**src/rtl/program_memory_loader_pkg.sv**
```systemverilog
// Shared definitions for the boot-time program memory loader.
package program_memory_loader_pkg;

  // Loader FSM state encoding
  typedef enum logic [2:0] {
    IDLE   = 3'd0,
    LEN_LO = 3'd1,
    LEN_HI = 3'd2,
    DATA   = 3'd3,
    WRITE  = 3'd4,
    DONE   = 3'd5,
    ERROR  = 3'd6
  } state_t;

  // Bytes per 32-bit instruction word
  localparam int LANES = 4;
  localparam int LANE_IDX_WIDTH = $clog2(LANES);

  // Width of the word-count header
  localparam int COUNT_WIDTH = 16;

endpackage

```
**src/rtl/program_memory_loader_word_assembler.sv**
```systemverilog
// Packs a little-endian byte stream into 32-bit words. The first byte of a
// word lands in [7:0]; word_valid flags the byte that completes a word, and
// word_next is the fully assembled value in that same cycle.
module program_memory_loader_word_assembler
  import program_memory_loader_pkg::*;
#(
  parameter int DATA_WIDTH = 32
) (
  input  logic                  clk,
  input  logic                  reset,
  input  logic                  clear,
  input  logic                  byte_en,
  input  logic [7:0]            byte_in,
  output logic [DATA_WIDTH-1:0] word_next,
  output logic                  word_valid
);

  logic [LANE_IDX_WIDTH-1:0] byte_idx;
  logic [DATA_WIDTH-1:0]     word;

  // Insert the incoming byte into its lane and flag the last lane
  always_comb begin
    word_next = word;
    word_next[byte_idx*8 +: 8] = byte_in;
    word_valid = byte_en && (byte_idx == LANE_IDX_WIDTH'(LANES - 1));
  end

  // Lane register and byte index; the index wraps to 0 after the 4th byte
  always_ff @(posedge clk) begin
    if (!reset) begin
      byte_idx <= '0;
      word     <= '0;
    end else if (clear) begin
      byte_idx <= '0;
      word     <= '0;
    end else if (byte_en) begin
      byte_idx <= byte_idx + 1'b1;
      word     <= word_next;
    end
  end

endmodule

```
**src/rtl/program_memory_loader.sv**
```systemverilog
// Boot loader: parses a 16-bit word-count header from a byte stream, writes
// each assembled word to program memory and holds the CPU in reset until the
// load completes.
//
// state  | meaning
// IDLE   | after reset, waiting for Start
// LEN_LO | waiting for header count byte [7:0]
// LEN_HI | waiting for header count byte [15:8], then range check
// DATA   | collecting the four bytes of the current word
// WRITE  | one-cycle program memory write of the assembled word
// DONE   | load complete, CPU released
// ERROR  | header count exceeded memory depth, CPU held
module program_memory_loader
  import program_memory_loader_pkg::*;
#(
  parameter int MEMORY_DEPTH = 32,
  parameter int DATA_WIDTH   = 32
) (
  input  logic                  clk,
  input  logic                  reset,
  input  logic                  Start,
  input  logic [7:0]            ByteIn,
  input  logic                  ByteValid,
  output logic                  ByteReady,
  output logic                  MemWrite,
  output logic [DATA_WIDTH-1:0] MemAddress,
  output logic [DATA_WIDTH-1:0] MemData,
  output logic                  CpuHold,
  output logic                  Done,
  output logic                  Error
);

  localparam logic [COUNT_WIDTH-1:0] DEPTH_COUNT = COUNT_WIDTH'(MEMORY_DEPTH);

  state_t                  state, state_next;
  logic [COUNT_WIDTH-1:0]  count, count_next;
  logic [COUNT_WIDTH-1:0]  word_idx, word_idx_next;
  logic [COUNT_WIDTH-1:0]  header;
  logic                    take;
  logic                    asm_clear;
  logic                    asm_byte_en;
  logic [DATA_WIDTH-1:0]   asm_word_next;
  logic                    asm_word_valid;

  logic                    byte_ready_next;
  logic                    mem_write_next;
  logic [DATA_WIDTH-1:0]   mem_address_next;
  logic [DATA_WIDTH-1:0]   mem_data_next;
  logic                    cpu_hold_next;
  logic                    done_next;
  logic                    error_next;

  // ByteReady is registered from the state being entered, so it always
  // matches the current state and can qualify the transfer directly.
  assign take        = ByteReady && ByteValid;
  assign asm_byte_en = take && (state == DATA);
  assign header      = {ByteIn, count[7:0]};

  program_memory_loader_word_assembler #(
    .DATA_WIDTH (DATA_WIDTH)
  ) u_word_assembler (
    .clk        (clk),
    .reset      (reset),
    .clear      (asm_clear),
    .byte_en    (asm_byte_en),
    .byte_in    (ByteIn),
    .word_next  (asm_word_next),
    .word_valid (asm_word_valid)
  );

  // Next-state and next-output decode
  always_comb begin
    state_next       = state;
    count_next       = count;
    word_idx_next    = word_idx;
    asm_clear        = 1'b0;
    mem_write_next   = 1'b0;
    mem_address_next = MemAddress;
    mem_data_next    = MemData;
    done_next        = Done;
    error_next       = Error;

    case (state)
      IDLE, DONE, ERROR: begin
        if (Start) begin
          state_next    = LEN_LO;
          asm_clear     = 1'b1;
          count_next    = '0;
          word_idx_next = '0;
          done_next     = 1'b0;
          error_next    = 1'b0;
        end
      end
      LEN_LO: begin
        if (take) begin
          count_next[7:0] = ByteIn;
          state_next      = LEN_HI;
        end
      end
      LEN_HI: begin
        if (take) begin
          count_next[15:8] = ByteIn;
          if (header == '0) begin
            state_next = DONE;
            done_next  = 1'b1;
          end else if (header > DEPTH_COUNT) begin
            state_next = ERROR;
            error_next = 1'b1;
          end else begin
            state_next = DATA;
          end
        end
      end
      DATA: begin
        if (asm_word_valid) begin
          state_next       = WRITE;
          mem_write_next   = 1'b1;
          mem_address_next = {{(DATA_WIDTH-COUNT_WIDTH-2){1'b0}}, word_idx, 2'b00};
          mem_data_next    = asm_word_next;
        end
      end
      WRITE: begin
        if (word_idx == count - COUNT_WIDTH'(1)) begin
          state_next = DONE;
          done_next  = 1'b1;
        end else begin
          word_idx_next = word_idx + COUNT_WIDTH'(1);
          state_next    = DATA;
        end
      end
      default: state_next = IDLE;
    endcase

    byte_ready_next = (state_next == LEN_LO) || (state_next == LEN_HI) ||
                      (state_next == DATA);
    cpu_hold_next   = (state_next != DONE);
  end

  // State, counters and registered outputs
  always_ff @(posedge clk) begin
    if (!reset) begin
      state      <= IDLE;
      count      <= '0;
      word_idx   <= '0;
      ByteReady  <= 1'b0;
      MemWrite   <= 1'b0;
      MemAddress <= '0;
      MemData    <= '0;
      CpuHold    <= 1'b1;
      Done       <= 1'b0;
      Error      <= 1'b0;
    end else begin
      state      <= state_next;
      count      <= count_next;
      word_idx   <= word_idx_next;
      ByteReady  <= byte_ready_next;
      MemWrite   <= mem_write_next;
      MemAddress <= mem_address_next;
      MemData    <= mem_data_next;
      CpuHold    <= cpu_hold_next;
      Done       <= done_next;
      Error      <= error_next;
    end
  end

endmodule

```
**config.mk**
```make
export PLATFORM = sky130hd
export DESIGN_NAME = program_memory_loader
export DESIGN_NICKNAME = d
export VERILOG_FILES = /design/src/rtl/program_memory_loader_pkg.sv /design/src/rtl/program_memory_loader_word_assembler.sv /design/src/rtl/program_memory_loader.sv
export SDC_FILE = /design/constraint.sdc
export NUM_CORES = 1
export LEC_CHECK = 0
export BUFFER_PORTS_ARGS = -buffer_cell sky130_fd_sc_hd__buf_4
export CORE_ASPECT_RATIO = 0.8
export CORE_MARGIN = 4
export CORE_UTILIZATION = 55
export CTS_BUF_LIST = sky130_fd_sc_hd__clkbuf_16
export CTS_CLUSTER_SIZE = 30
export DETAILED_ROUTE_END_ITERATION = 16
export PLACE_DENSITY = 0.77
export SYNTH_ARGS = -nofsm -noshare
export SYNTH_HDL_FRONTEND = slang
export SYNTH_SLANG_ARGS = --single-unit
```
**constraint.sdc**
```tcl
create_clock -name clk -period 2.9 [get_ports clk]
set_input_delay 0.435 -clock clk [delete_from_list [all_inputs] [get_ports clk]]
set_output_delay 0.435 -clock clk [all_outputs]
set_load 0.01 [all_outputs]
```
======== After elaboration in Yosys (flattened, before gate mapping) ========
Index checks and enable logic that the tools add are counted.
word-level totals
  RAM bits ................................ 0
  ROM bits ................................ 0
  input bits .............................. 12
  memories kept ........................... 0
  flip-flop bits (word level) ............. 122
  word-level logic and storage cells ...... 88
  output and inout bits ................... 69
  latch bits .............................. 0
cells by class
  muxes and demuxes ....................... 27
  div/mod/pow operators ................... 0
  reductions and logical operators ........ 20
  order comparisons ....................... 1
  eq/ne operators ......................... 20
  add/sub/neg operators ................... 4
  $mul .................................... 0
  bitwise operators ....................... 1
  shift-type cells ........................ 2
operators by type and width
  kind                                                                              count
  5-bit negator with 34-bit output                                                  1
  8-bit by 34-bit variable shift with 32-bit output, first input constant           1
  8-bit by 34-bit variable part select with 32-bit output                           1
  32-bit bitwise mux                                                                1
  16-bit two-way mux                                                                2
  16-bit case mux with 2 select lines                                               1
  8-bit case mux with 2 select lines                                                2
  3-bit two-way mux                                                                 7
  16-bit by 1-bit adder with 16-bit output, second input constant                   1
  16-bit equality test                                                              1
  16-bit by 6-bit greater-than comparator with 1-bit output, second input constant  1
  16-bit zero test                                                                  1
  2-bit inequality test, second input constant                                      8
  16-bit by 1-bit subtractor with 16-bit output, second input constant              1
  3-bit case mux with 5 select lines                                                1
  3-bit by 2-bit equality test with 1-bit output, second input constant             4
  1-bit two-way mux                                                                 10
  5-bit AND reduction                                                               2
  3-bit equality test, second input constant                                        3
  3-bit AND reduction                                                               3
  8-bit two-way mux                                                                 1
  3-bit by 1-bit equality test with 1-bit output, second input constant             2
  2-bit nonzero test                                                                3
  2-bit AND reduction                                                               2
  other kinds (12)                                                                  15

======== Depth between registers and ports, before layout ========
Gate-level depths: netlist of run 1.
  depth in word-level cells ............... 8
  depth in mapped cells ................... 11
  depth with buffers taken out ............ 10

======== Modules after synthesis ========
From an unflattened synthesis of run 1, not the netlist that was laid out.
unflattened totals
  cell total of the unflattened synthesis .. 738
  area total of the unflattened synthesis .. 6027.0 um2
by module, submodules not included
  module                                times used  area an instance (um2)  cells an instance  sequential area each (um2)
  program_memory_loader                 1           4297.9                  551                1761.7
  program_memory_loader_word_assembler  1           1729.2                  187                680.7

======== Worst setup path after synthesis of run 1 ========
No wires, ideal clock.
  path type ............................... register -> register
  start ................................... reg count[2]
  end ..................................... reg ByteReady
  cell stages (with the launch flop) ...... 9
  setup time .............................. 116 ps
  path slack .............................. 230 ps
  clock period less this slack ............ 2670 ps
  buffers on the path ..................... 0
  data required time ...................... 2784 ps
  arrival ................................. 2555 ps
  cells stage by stage .................... dfxtp_1 nor3_4 nand3b_1 or4_1 mux2i_1 or4_4 or2_1 o211a_1 and3b_1
on the way
  word-level cells in the longest chain between the ends .. 8
  elaborated cells between the ends (all ways) .. 14
  classes of those cells .................. add/sub (1); order compare (1); eq/ne (4); mux (5); reduce/logical (3)
RTL lines
  what                                                                                                              RTL line                      RTL
  start: declaration                                                                                                program_memory_loader.sv:36   logic [COUNT_WIDTH-1:0] count, count_next;
  start signal: assignment                                                                                          program_memory_loader.sv:154  count <= count_next;
  branches (longest 4 deep; another with 16-bit by 1-bit subtractor with 16-bit output)                             --
  3-bit case mux with 5 select lines (*)                                                                            program_memory_loader.sv:83   case (state)
  3-bit by 1-bit equality test with 1-bit output or 3-bit by 2-bit equality test with 1-bit output (tied branches)  program_memory_loader.sv:134  byte_ready_next = (state_next == LEN_LO) || (state_next == LEN_HI) ||
  1-bit logical OR                                                                                                  program_memory_loader.sv:134
  1-bit logical OR (*)                                                                                              program_memory_loader.sv:134
  end signal: assignment                                                                                            program_memory_loader.sv:156  ByteReady <= byte_ready_next;
  end: declaration                                                                                                  program_memory_loader.sv:24   output logic ByteReady,
Mark *: on every way between the ends.
A chain may end at the register's enable or synchronous reset.

======== Worst setup path in the final report of run 1 ========
  start ................................... reg count[0]
  end ..................................... reg ByteReady
Same word-level chain as after synthesis.

==> run summary, run 1 <==
Most common cell in the netlist: dfxtp_1
Total negative slack: 0 ns
Starting density of the core: 57.3%
Power Total: 3.99 mW
Drt wl/cell: 16.7 µm
Seq cells post-synth: 114
First DRT Iteration DRCs: 419
Diode count: 0
Leak Pwr: 2.86 nW
Final-report hold violation count: 0
Largest net degree at the start of global routing: 52
Die height: 98.4 µm
Post-synth cell types: 67
Post-route ant nets: 0
Vias in the first global route: 4,532
Internal power: 3.05 mW
CP bufs+invs: 0
H-tree depth: 4
Fmax: 356 MHz
Minimum clock period: 2.81 ns
CTS Buf Count: 17
Fin area: 6790 µm²
Avg Cell Area, Syn: 8.56 µm²
Clock sinks: 114
Post-DP Area: 6150 µm²
Drt drc: 0
Post-Route WL: 14,500 µm
Post-route non-filler standard cell count: 870
Full die area: 11,900 µm²
Total GRT Usage: 24.4%
Share of the synthesized area in the top cell type: 40.6%
Final Max Tran Viols: 0
Ys flop type: dfxtp_1
I/O pins: 81
Ranking of synthesized cells by area: dfxtp_1 41%, nand2_1 7.2%, a21boi_0 4.5%
Final period utilization: 96.9%
Router iterations before antenna repair: 6
Vias: 4,964
Core Region: 9810 µm²
CTS Buffer Depth: 2
Net load switching power: 942 µW
Synth Instances: 656
Max-cap violation count: 0
Endpoints failing setup: 0
Outcome: finished clean
CTS tree: built
DP HPWL: 9800 µm
Crit end category: flop
Critical path cell sequence: nor2_2 -> nand3b_1 -> or4_1 -> mux2i_1 -> or4_4 -> or2_1 -> o211a_1 -> and3b_1
Setup Skew: 0.00767 ns
Layout overhead on the synthesized area: 20.8%
Sw frac: 23.6%
Reg clk slew, reported paths: 0.05 ns
CTS root buf: clkbuf_16
Via-per-instance ratio: 5.71
Clock latency on the worst-skew pair: 0.41 ns
Layout fillers: 783
Die Width: 121 µm
CP Class: flop to flop
Worst path arrival time: 3.12 ns
Worst VDD drop: 0.457 mV
Initial antenna violation count: 0
Fraction of registers with async set or reset after synthesis: 0%
Setup crit start kind: flop
Sequential area share after synthesis: 40.6%
CP max FO: 5
Final-stage net count: 740
Gpl congestion: 0.875
Delay-heaviest family, CP: simple AND/OR/NAND/NOR gates
Layout cells sized above 1: 20.6%
Post-synth EDFFs: 0
Sequential Power Share: 40.5%
Post-synthesis cell area: 5620 µm²
DP Cell Count: 836
CP peak stage delay: 0.55 ns
Power per cell area: 588 nW/µm²
Power share of the combinational group: 8.5%
Clock Power Share: 51.0%
Least-Margin Pin Slew: 0.758 ns
PortBufs: 64
Post-synth top cells: 114 x dfxtp_1, 108 x nand2_1, 43 x nor2_1
First-pass GRT wire length: 23,100 µm
Relative slew slack: 49.5%
Yosys warning count: 0
Slowest stage cell on the critical path: or4_1
# rows: 32
Yosys top cell by area: dfxtp_1
Worst EP required: 3.21 ns
Hold Path Class: primary input to flop
GRT overflow: 0
RSZ-0062 raised after global routing: no
[state kept, by name (all words and copies together) (netlist names), 2 cells and up]
register / flops
u_word_assembler.byte_idx: 2
MemData: 32
count: 16
word_idx: 16
state: 3
u_word_assembler.word: 24
MemAddress: 16
[cells by family after synthesis]
| kind of cell | Yosys count | synth area share (%) |
|---|---|---|
| AO/OA/AOI/OAI | 174 | 22.7 |
| XOR/XNOR | 23 | 3.59 |
| adder cells (fa/ha/maj) | 7 | 1.56 |
| buffers and inverters | 65 | 6.79 |
| flip-flops | 114 | 40.6 |
| multiplexers | 3 | 0.535 |
| other | 1 | 0.0668 |
| AND/OR/NAND/NOR | 269 | 24.1 |
[through the flow]
stage	util [%]	setup WS [ns]	hold slack, ns
2_1_floorplan	-	0.230	0.467
3_3_place_gp	62.7	0.117	0.453
3_5_place_dp	62.7	0.0319	0.459
4_1_cts	68.6	0.00274	0.343
5_1_grt	69.2	0.0000515	0.337
6_report	69.2	0.0902	0.348
[worst paths after layout]
path,cells after the start,end,from,slack [ns]
worst max-delay path,8,ByteReady$_SDFF_PN0_,count[0]$_SDFFE_PN0P_,0.09
worst min register to register,2,MemData[24]$_SDFFE_PN0P_,MemData[24]$_SDFFE_PN0P_,0.46
worst max register to register,8,ByteReady$_SDFF_PN0_,count[0]$_SDFFE_PN0P_,0.09
worst min-delay path,3,MemData[30]$_SDFFE_PN0P_,ByteIn[6],0.35
[repair_timing]
action	4_1_cts	5_1_grt
endpoints found under the setup margin	0	14
resized for setup	0	11
hold buffers	0	0
setup buffers	0	2
[area by class of cell]
type                            count  area, µm²  share of cell area (%)
Clock buffer                       17        425                    6.27
Sequential cell                   114       2280                    33.7
Inverter                            8       30.0                   0.442
Clock inverter                     15        150                    2.21
Timing Repair Buffer               88        673                    9.92
Tap cell                          136        170                    2.51
Multi-Input combinational cell    492       3050                    45.0
[power groups by stage]
stage          clock, mW  combinational, mW  sequential, mW
3_5_place_dp           0              0.317            1.65
3_3_place_gp           0              0.313            1.65
6_report            2.04              0.340            1.62
5_1_grt             2.14              0.368            1.62
2_1_floorplan          0              0.253            1.64
4_1_cts             2.05              0.321            1.61
[layer usage]
| metal | part of all wire (%) | vias to the layer above | track usage (%) |
|---|---|---|---|
| met4 | 1.9 | 0 | 8.62 |
| li1 | - | 2421 | - |
| met1 | 47 | 2304 | 35.1 |
| met3 | 7.4 | 28 | 5.67 |
| met5 | 0 | - | 0 |
| met2 | 44 | 211 | 35.6 |
[cell usage in the layout (no fill, tap or decap), types with 4 or more instances in the layout]
cell / Yosys / routed
nor2_1: 43 / 41
a21boi_0: 34 / 34
or4_1: 4 / 4
nor2b_1: 27 / 27
xor2_1: 9 / 9
buf_4: 18 / 87
inv_1: 8 / 11
clkbuf_16: 0 / 17
nand3b_1: 4 / 4
a21oi_1: 41 / 40
o221a_2: 8 / 8
nand2b_1: 6 / 6
and2_1: 6 / 5
dfxtp_1: 114 / 112
ha_1: 7 / 7
o21ai_0: 15 / 15
a211oi_1: 25 / 25
or3_1: 12 / 12
conb_1: 1 / 16
nand4_1: 5 / 5
nor4_1: 6 / 6
nor3_1: 5 / 5
nand3_1: 19 / 19
clkinv_2: 0 / 5
and2_2: 3 / 4
o211a_1: 25 / 25
xnor2_1: 14 / 14
nand2_1: 108 / 107
[tightest hold or removal path: stages]
cell      delay [ns]
buf_4           0.15
nand2_1         0.06
a21boi_0        0.06
Note: power is estimated with default switching activity, not from simulation.
==> run 2, diff against run 1 <==
--- a/config.mk
+++ b/config.mk
@@ -7,7 +7,6 @@
 export LEC_CHECK = 0
 export BUFFER_PORTS_ARGS = -buffer_cell sky130_fd_sc_hd__buf_4
 export CORE_ASPECT_RATIO = 0.8
-export CORE_MARGIN = 4
 export CORE_UTILIZATION = 55
 export CTS_BUF_LIST = sky130_fd_sc_hd__clkbuf_16
 export CTS_CLUSTER_SIZE = 30
@@ -16,3 +15,4 @@
 export SYNTH_ARGS = -nofsm -noshare
 export SYNTH_HDL_FRONTEND = slang
 export SYNTH_SLANG_ARGS = --single-unit
+export TNS_END_PERCENT = 5
==> run summary, run 2 (synthesis gave the netlist of run 1 again) <==
Top Registers: MemData (32), u_word_assembler.word (24) (unchanged)
Starting density of the core: 57.5% (was 57.3%)
Vias: 5,003 (was 4,964)
Least-Margin Pin Slew: 0.750 ns (was 0.758 ns)
Layout cells sized above 1: 19.1% (was 20.6%)
Worst EP required: 3.19 ns (was 3.21 ns)
Slowest stage cell on the critical path: or4_1 (unchanged)
Most common cell after layout, fill and taps aside: dfxtp_1 (unchanged)
R2R cell count: 8 (unchanged)
Final Max Tran Viols: 0 (unchanged)
CTS tree: built (unchanged)
DP HPWL: 9550 µm (was 9800 µm)
Largest net degree at the start of global routing: 63 (was 52)
Gpl congestion: 0.913 (was 0.875)
Total GRT Usage: 27.7% (was 24.4%)
Clock latency on the worst-skew pair: 0.40 ns (was 0.41 ns)
Max-cap violation count: 0 (unchanged)
Fmax: 357 MHz (was 356 MHz)
Total negative slack: 0 ns (unchanged)
Met3 Track Usage GR: 6.09% (was 5.67%)
CP max FO: 5 (unchanged)
Outcome: finished clean (unchanged)
# rows: 32 (unchanged)
Post-Route WL: 14,000 µm (was 14,500 µm)
M1 GR Usage: 39.0% (was 35.1%)
Core Region: 9770 µm² (was 9810 µm²)
Post-DP Area: 6110 µm² (was 6150 µm²)
CP bufs+invs: 0 (unchanged)
CTS Buffer Depth: 2 (unchanged)
PortBufs: 64 (unchanged)
Layout fillers: 772 (was 783)
Setup crit start kind: flop (unchanged)
Drt drc: 0 (unchanged)
Vias in the first global route: 4,511 (was 4,532)
CTS Buf Count: 17 (unchanged)
First-pass GRT wire length: 22,800 µm (was 23,100 µm)
Busiest grt layer: met2 (unchanged)
Layout overhead on the synthesized area: 19.0% (was 20.8%)
Instance count on the critical path: 8 (unchanged)
Leak Pwr: 2.82 nW (was 2.86 nW)
Most frequent cells in the layout: 112 x dfxtp_1, 108 x nand2_1, 81 x buf_4, 41 x nor2_1, 40 x a21oi_1 (was 112 x dfxtp_1, 107 x nand2_1, 87 x buf_4, 41 x nor2_1, 40 x a21oi_1)
Die height: 92.4 µm (was 98.4 µm)
Delay-heaviest family, CP: simple AND/OR/NAND/NOR gates (unchanged)
Cts hold-fix bufs: 0 (unchanged)
Die Width: 115 µm (was 121 µm)
Full die area: 10,600 µm² (was 11,900 µm²)
CTS root buf: clkbuf_16 (unchanged)
CP Class: flop to flop (unchanged)
Reg clk slew, reported paths: 0.05 ns (about the same)
Via-per-instance ratio: 5.80 (was 5.71)
Hold depth: 3 (unchanged)
Power per cell area: 572 nW/µm² (was 588 nW/µm²)
First DRT Iteration DRCs: 428 (was 419)
Initial antenna violation count: 0 (unchanged)
GR met2 Demand/Resource: 41.8% (was 35.6%)
Util after Layout: 68.5% (was 69.2%)
Setup Skew: 0.00689 ns (was 0.00767 ns)
Critical path cell sequence: nor3_4 -> nand3b_1 -> or4_1 -> mux2i_1 -> or4_4 -> or2_1 -> o211a_1 -> and3b_1 (was nor2_2 -> nand3b_1 -> or4_1 -> mux2i_1 -> or4_4 -> or2_1 -> o211a_1 -> and3b_1)
H-tree depth: 4 (unchanged)
Hold Path Class: primary input to flop (unchanged)
Diode count: 0 (unchanged)
Clock sinks: 114 (unchanged)
CP peak stage delay: 0.55 ns (about the same)
Final-stage net count: 735 (was 740)
Minimum clock period: 2.80 ns (was 2.81 ns)
Relative slew slack: 50.0% (was 49.5%)
Largest register FFs: 32 (unchanged)
Fin area: 6690 µm² (was 6790 µm²)
GRT overflow: 0 (unchanged)
Worst VDD drop: 0.496 mV (was 0.457 mV)
Final period utilization: 96.7% (was 96.9%)
Router iterations before antenna repair: 5 (was 6)
Endpoints failing setup: 0 (unchanged)
Drt wl/cell: 16.2 µm (was 16.7 µm)
I/O pins: 81 (unchanged)
Post-route ant nets: 0 (unchanged)
Most flops, register: MemData (unchanged)
Final-report hold violation count: 0 (unchanged)
Crit end category: flop (unchanged)
Worst path arrival time: 3.10 ns (was 3.12 ns)
run 2: cell count changes in the layout (fill, tap and decap cells not counted), sizes merged:
cell / previous run / this run
buf: 88 / 83
bufinv: 3 / 2
clkinvlp: 1 / 0
clkinv: 7 / 5
inv: 12 / 14
run 2: metal layers:
metal  part of all wire (%)  vias up
met5                      0        -
met4                    1.8        0
met3                    6.9       23
met2                     44      205
met1                     47     2364
li1                       -     2411
run 2: power by group:
part           total, mW  switching (mW)  internal [mW]
Clock               1.88           0.659           1.22
Combinational      0.325           0.189          0.136
Sequential          1.62          0.0334           1.59
run 2: cell type report:
type                    instances  area, µm²  area share (%)
inverters                       8       30.0           0.449
clock inverters                13        109            1.63
well taps                     136        170            2.54
flip-flops and latches        114       2280            34.2
clock buffers                  17        425            6.36
repair buffers                 83        639            9.56
multi-input cells             492       3030            45.3
run 2: path summary, 6_finish.rpt:
path | endpoint | from | slack [ns]
setup reg to reg | ByteReady$_SDFF_PN0_ | count[3]$_SDFFE_PN0P_ | 0.1
setup / recovery | ByteReady$_SDFF_PN0_ | count[3]$_SDFFE_PN0P_ | 0.1
hold reg to reg | MemAddress[14]$_SDFFE_PN0P_ | MemAddress[14]$_SDFFE_PN0P_ | 0.46
hold / removal | MemData[26]$_SDFFE_PN0P_ | ByteIn[2] | 0.37
run 2: worst reg2reg max path, stage by stage (launching register included):
cell and delay, ns:
dfxtp_2 0.36, nor3_4 0.20, nand3b_1 0.15, or4_1 0.55
mux2i_1 0.15, or4_4 0.53, or2_1 0.30, o211a_1 0.28
and3b_1 0.19
run 2: repair_timing:
| item | CTS | global route |
|---|---|---|
| buffers inserted | 1 | 1 |
| resized for setup | 0 | 9 |
| pin swaps | 1 | 3 |
| setup endpoints to repair | 1 | 13 |
run 2: per-stage QoR:
stage	cells	hold slack [ns]	worst slack [ns]	total power, mW
final	863	0.365	0.0964	3.83
after global routing	863	0.359	-0.00154	3.95
after CTS	862	0.354	0.00626	3.84
after detailed placement	831	0.459	0.00819	1.96
after global placement	831	0.452	0.111	1.95
after floorplan	671	0.467	0.230	1.89
==> run 3, diff against run 2 <==
--- a/config.mk
+++ b/config.mk
@@ -5,6 +5,7 @@
 export SDC_FILE = /design/constraint.sdc
 export NUM_CORES = 1
 export LEC_CHECK = 0
+export ABC_AREA = 1
 export BUFFER_PORTS_ARGS = -buffer_cell sky130_fd_sc_hd__buf_4
 export CORE_ASPECT_RATIO = 0.8
 export CORE_UTILIZATION = 55
==> run summary, run 3 <==
Final Max Tran Viols: 0 (unchanged)
RSZ-0062 raised after global routing: no
Sequential area share after synthesis: 38.6% (was 40.6%)
Total GRT Usage: 29.8% (was 27.7%)
Post-synth EDFFs: 0 (unchanged)
Power per cell area: 592 nW/µm² (was 572 nW/µm²)
Setup crit start kind: flop (unchanged)
Clock latency on the worst-skew pair: 0.41 ns (was 0.40 ns)
Largest register FFs: 32 (unchanged)
Layout overhead on the synthesized area: 16.8% (was 19.0%)
Yosys top cell by area: dfxtp_1 (unchanged)
Cts hold-fix bufs: 0 (unchanged)
CTS Buf Count: 17 (unchanged)
Layout fillers: 919 (was 772)
First-pass GRT wire length: 26,000 µm (was 22,800 µm)
Ranking of synthesized cells by area: dfxtp_1 39%, nand2_1 12%, nand3_1 8.0% (was dfxtp_1 41%, nand2_1 7.2%, a21boi_0 4.5%)
Largest net degree at the start of global routing: 53 (was 63)
Most frequent cells in the layout: 185 x nand2_1, 114 x dfxtp_1, 113 x nor2_1, 95 x nand3_1, 88 x inv_1 (was 112 x dfxtp_1, 108 x nand2_1, 81 x buf_4, 41 x nor2_1, 40 x a21oi_1)
Starting density of the core: 57.0% (was 57.5%)
Ys flop type: dfxtp_1 (unchanged)
Critical Path End: CpuHold$_SDFF_PN1_ (was ByteReady$_SDFF_PN0_)
FF-to-FF Start: count[7]$_SDFFE_PN0P_ (was count[3]$_SDFFE_PN0P_)
Layout cells sized above 1: 14.4% (was 19.1%)
Post-CTS Resized: 0 (unchanged)
Final-stage net count: 926 (was 735)
Top Registers: MemData (32), u_word_assembler.word (24) (unchanged)
Initial antenna violation count: 0 (unchanged)
Post-DP Area: 6370 µm² (was 6110 µm²)
# rows: 33 (was 32)
Relative slew slack: 41.4% (was 50.0%)
Seq cells post-synth: 114 (unchanged)
GRT overflow: 0 (unchanged)
PortBufs: 64 (unchanged)
Worst EP required: 3.19 ns (about the same)
Pre-CTS worst setup slack: 0.585 ns (was 0.00819 ns)
Reg clk slew, reported paths: 0.05 ns (about the same)
Die height: 94.7 µm (was 92.4 µm)
Final period utilization: 79.3% (was 96.7%)
Vias: 5,894 (was 5,003)
Post-synth cell types: 38 (was 67)
Fin area: 6900 µm² (was 6690 µm²)
Most flops, register: MemData (unchanged)
Via-per-instance ratio: 5.57 (was 5.80)
Power Total: 4.09 mW (was 3.83 mW)
H-tree depth: 4 (unchanged)
Router iterations before antenna repair: 5 (unchanged)
CP max FO: 5 (unchanged)
Vias in the first global route: 5,242 (was 4,511)
Post-synthesis cell area: 5910 µm² (was 5620 µm²)
Setup Skew: 0.00580 ns (was 0.00689 ns)
Leak Pwr: 2.81 nW (was 2.82 nW)
Minimum clock period: 2.30 ns (was 2.80 ns)
Least-Margin Pin Slew: 0.872 ns (was 0.750 ns)
Share of the synthesized area in the top cell type: 38.6% (was 40.6%)
CTS tree: built (unchanged)
DP HPWL: 11,600 µm (was 9550 µm)
Drt wl/cell: 15.1 µm (was 16.2 µm)
CP Class: flop to flop (unchanged)
First DRT Iteration DRCs: 562 (was 428)
Worst VDD drop: 0.375 mV (was 0.496 mV)
Synth Instances: 863 (was 656)
Worst R2R Setup Slack: 0.60 ns (was 0.1 ns)
Most common cell in the netlist: nand2_1 (was dfxtp_1)
R2r endpoint: CpuHold$_SDFF_PN1_ (was ByteReady$_SDFF_PN0_)
Max-cap violation count: 0 (unchanged)
R2R cell count: 10 (was 8)
Final-report hold violation count: 0 (unchanged)
Diode count: 0 (unchanged)
Postcts setup bufs: 0 (was 1)
Hold Path Class: primary input to flop (unchanged)
Die Width: 118 µm (was 115 µm)
Total negative slack: 0 ns (unchanged)
Post-route ant nets: 0 (unchanged)
Yosys warning count: 0 (unchanged)
CTS Buffer Depth: 2 (unchanged)
Most common cell after layout, fill and taps aside: nand2_1 (was dfxtp_1)
Fmax: 435 MHz (was 357 MHz)
CP startpoint: count[7]$_SDFFE_PN0P_ (was count[3]$_SDFFE_PN0P_)
CTS root buf: clkbuf_16 (unchanged)
Core Region: 10,400 µm² (was 9770 µm²)
Clock sinks: 114 (unchanged)
Endpoints failing setup: 0 (unchanged)
I/O pins: 81 (unchanged)
Post-synth top cells: 185 x nand2_1, 114 x dfxtp_1, 113 x nor2_1 (was 114 x dfxtp_1, 108 x nand2_1, 43 x nor2_1)
Gpl congestion: 0.972 (was 0.913)
Setup ws final: 0.601 ns (was 0.0964 ns)
Fraction of registers with async set or reset after synthesis: 0% (unchanged)
Worst path arrival time: 2.59 ns (was 3.10 ns)
Full die area: 11,200 µm² (was 10,600 µm²)
Post-Route WL: 16,000 µm (was 14,000 µm)
Drt drc: 0 (unchanged)
Crit end category: flop (unchanged)
Avg Cell Area, Syn: 6.85 µm² (was 8.56 µm²)
Outcome: finished clean (unchanged)
## run 3: changes by cell type in the layout (fill, tap and decap cells not counted), moves of 33 or more
| cell | change |
|---|---|
| nor2_1 | +72 |
| nand2_1 | +77 |
| a21boi_0 | -33 |
| inv_1 | +74 |
| nand3_1 | +76 |
## run 3: logic make-up (layout without fill, tap and decap cells)
kind of cell,after synthesis,in the layout,synth area share (%)
compound gates,134,134,13.7
xor+xnor,18,18,2.67
fa+ha+maj,7,7,1.48
buf+inv,152,193,10.9
flops,114,114,38.6
other cells,1,16,0.0635
simple gates,437,437,32.6
## run 3: per-stage QoR
stage	cells	util, %	hold WS [ns]
2_1_floorplan	878	-	0.445
3_3_place_gp	1028	61.5	0.440
3_5_place_dp	1028	61.5	0.459
4_1_cts	1059	66.6	0.354
5_1_grt	1059	66.6	0.377
6_report	1059	66.6	0.368
## run 3: per-layer routing
| metal | GRT usage [%] | wire (µm) |
|---|---|---|
| met1 | 42.2 | 7470 |
| met2 | 44.2 | 6770 |
| met3 | 7.73 | 1570 |
| met4 | 9.29 | 216 |
| met5 | 0 | 0 |
## run 3: area by class of cell
class	count	area [µm²]	share of cell area [%]
Clock buffer	17	425	6.17
Clock inverter	14	100	1.45
Inverter	91	342	4.95
Multi-Input combinational cell	612	3040	44.1
Sequential cell	114	2280	33.1
Tap cell	140	175	2.54
Timing Repair Buffer	71	533	7.73
## run 3: worst max-delay path, stage by stage, from the launching register on
cell and delay (ns):
dfxtp_1 0.37, nor2_2 0.19, nand3_1 0.09, nor4_1 0.73, nand2_1 0.23, nand2_1 0.15
nand2_1 0.07, o2111ai_1 0.08, nand2_1 0.12, nor2_1 0.10, nand2_1 0.06
## run 3: report_power, final
| part | internal (mW) | switching [mW] | total, mW | leakage (nW) |
|---|---|---|---|---|
| Combinational | 0.182 | 0.402 | 0.584 | 1.63 |
| Clock | 1.15 | 0.713 | 1.86 | 0.255 |
| Sequential | 1.60 | 0.0404 | 1.64 | 0.922 |
| Total | 2.93 | 1.16 | 4.09 | 2.81 |
## run 3: worst min path at each step
stage	startpoint	to	cells after the start
2_1_floorplan	u_word_assembler.word[15]$_SDFFE_PP0P_	u_word_assembler.word[15]$_SDFFE_PP0P_	2
3_3_place_gp	Done$_SDFFE_PN0P_	Done$_SDFFE_PN0P_	2
3_5_place_dp	MemData[27]$_SDFFE_PN0P_	MemData[27]$_SDFFE_PN0P_	2
4_1_cts	ByteIn[3]	count[11]$_SDFFE_PN0P_	3
5_1_grt	ByteIn[7]	count[7]$_SDFFE_PN0P_	3
6_report	ByteIn[7]	count[7]$_SDFFE_PN0P_	3
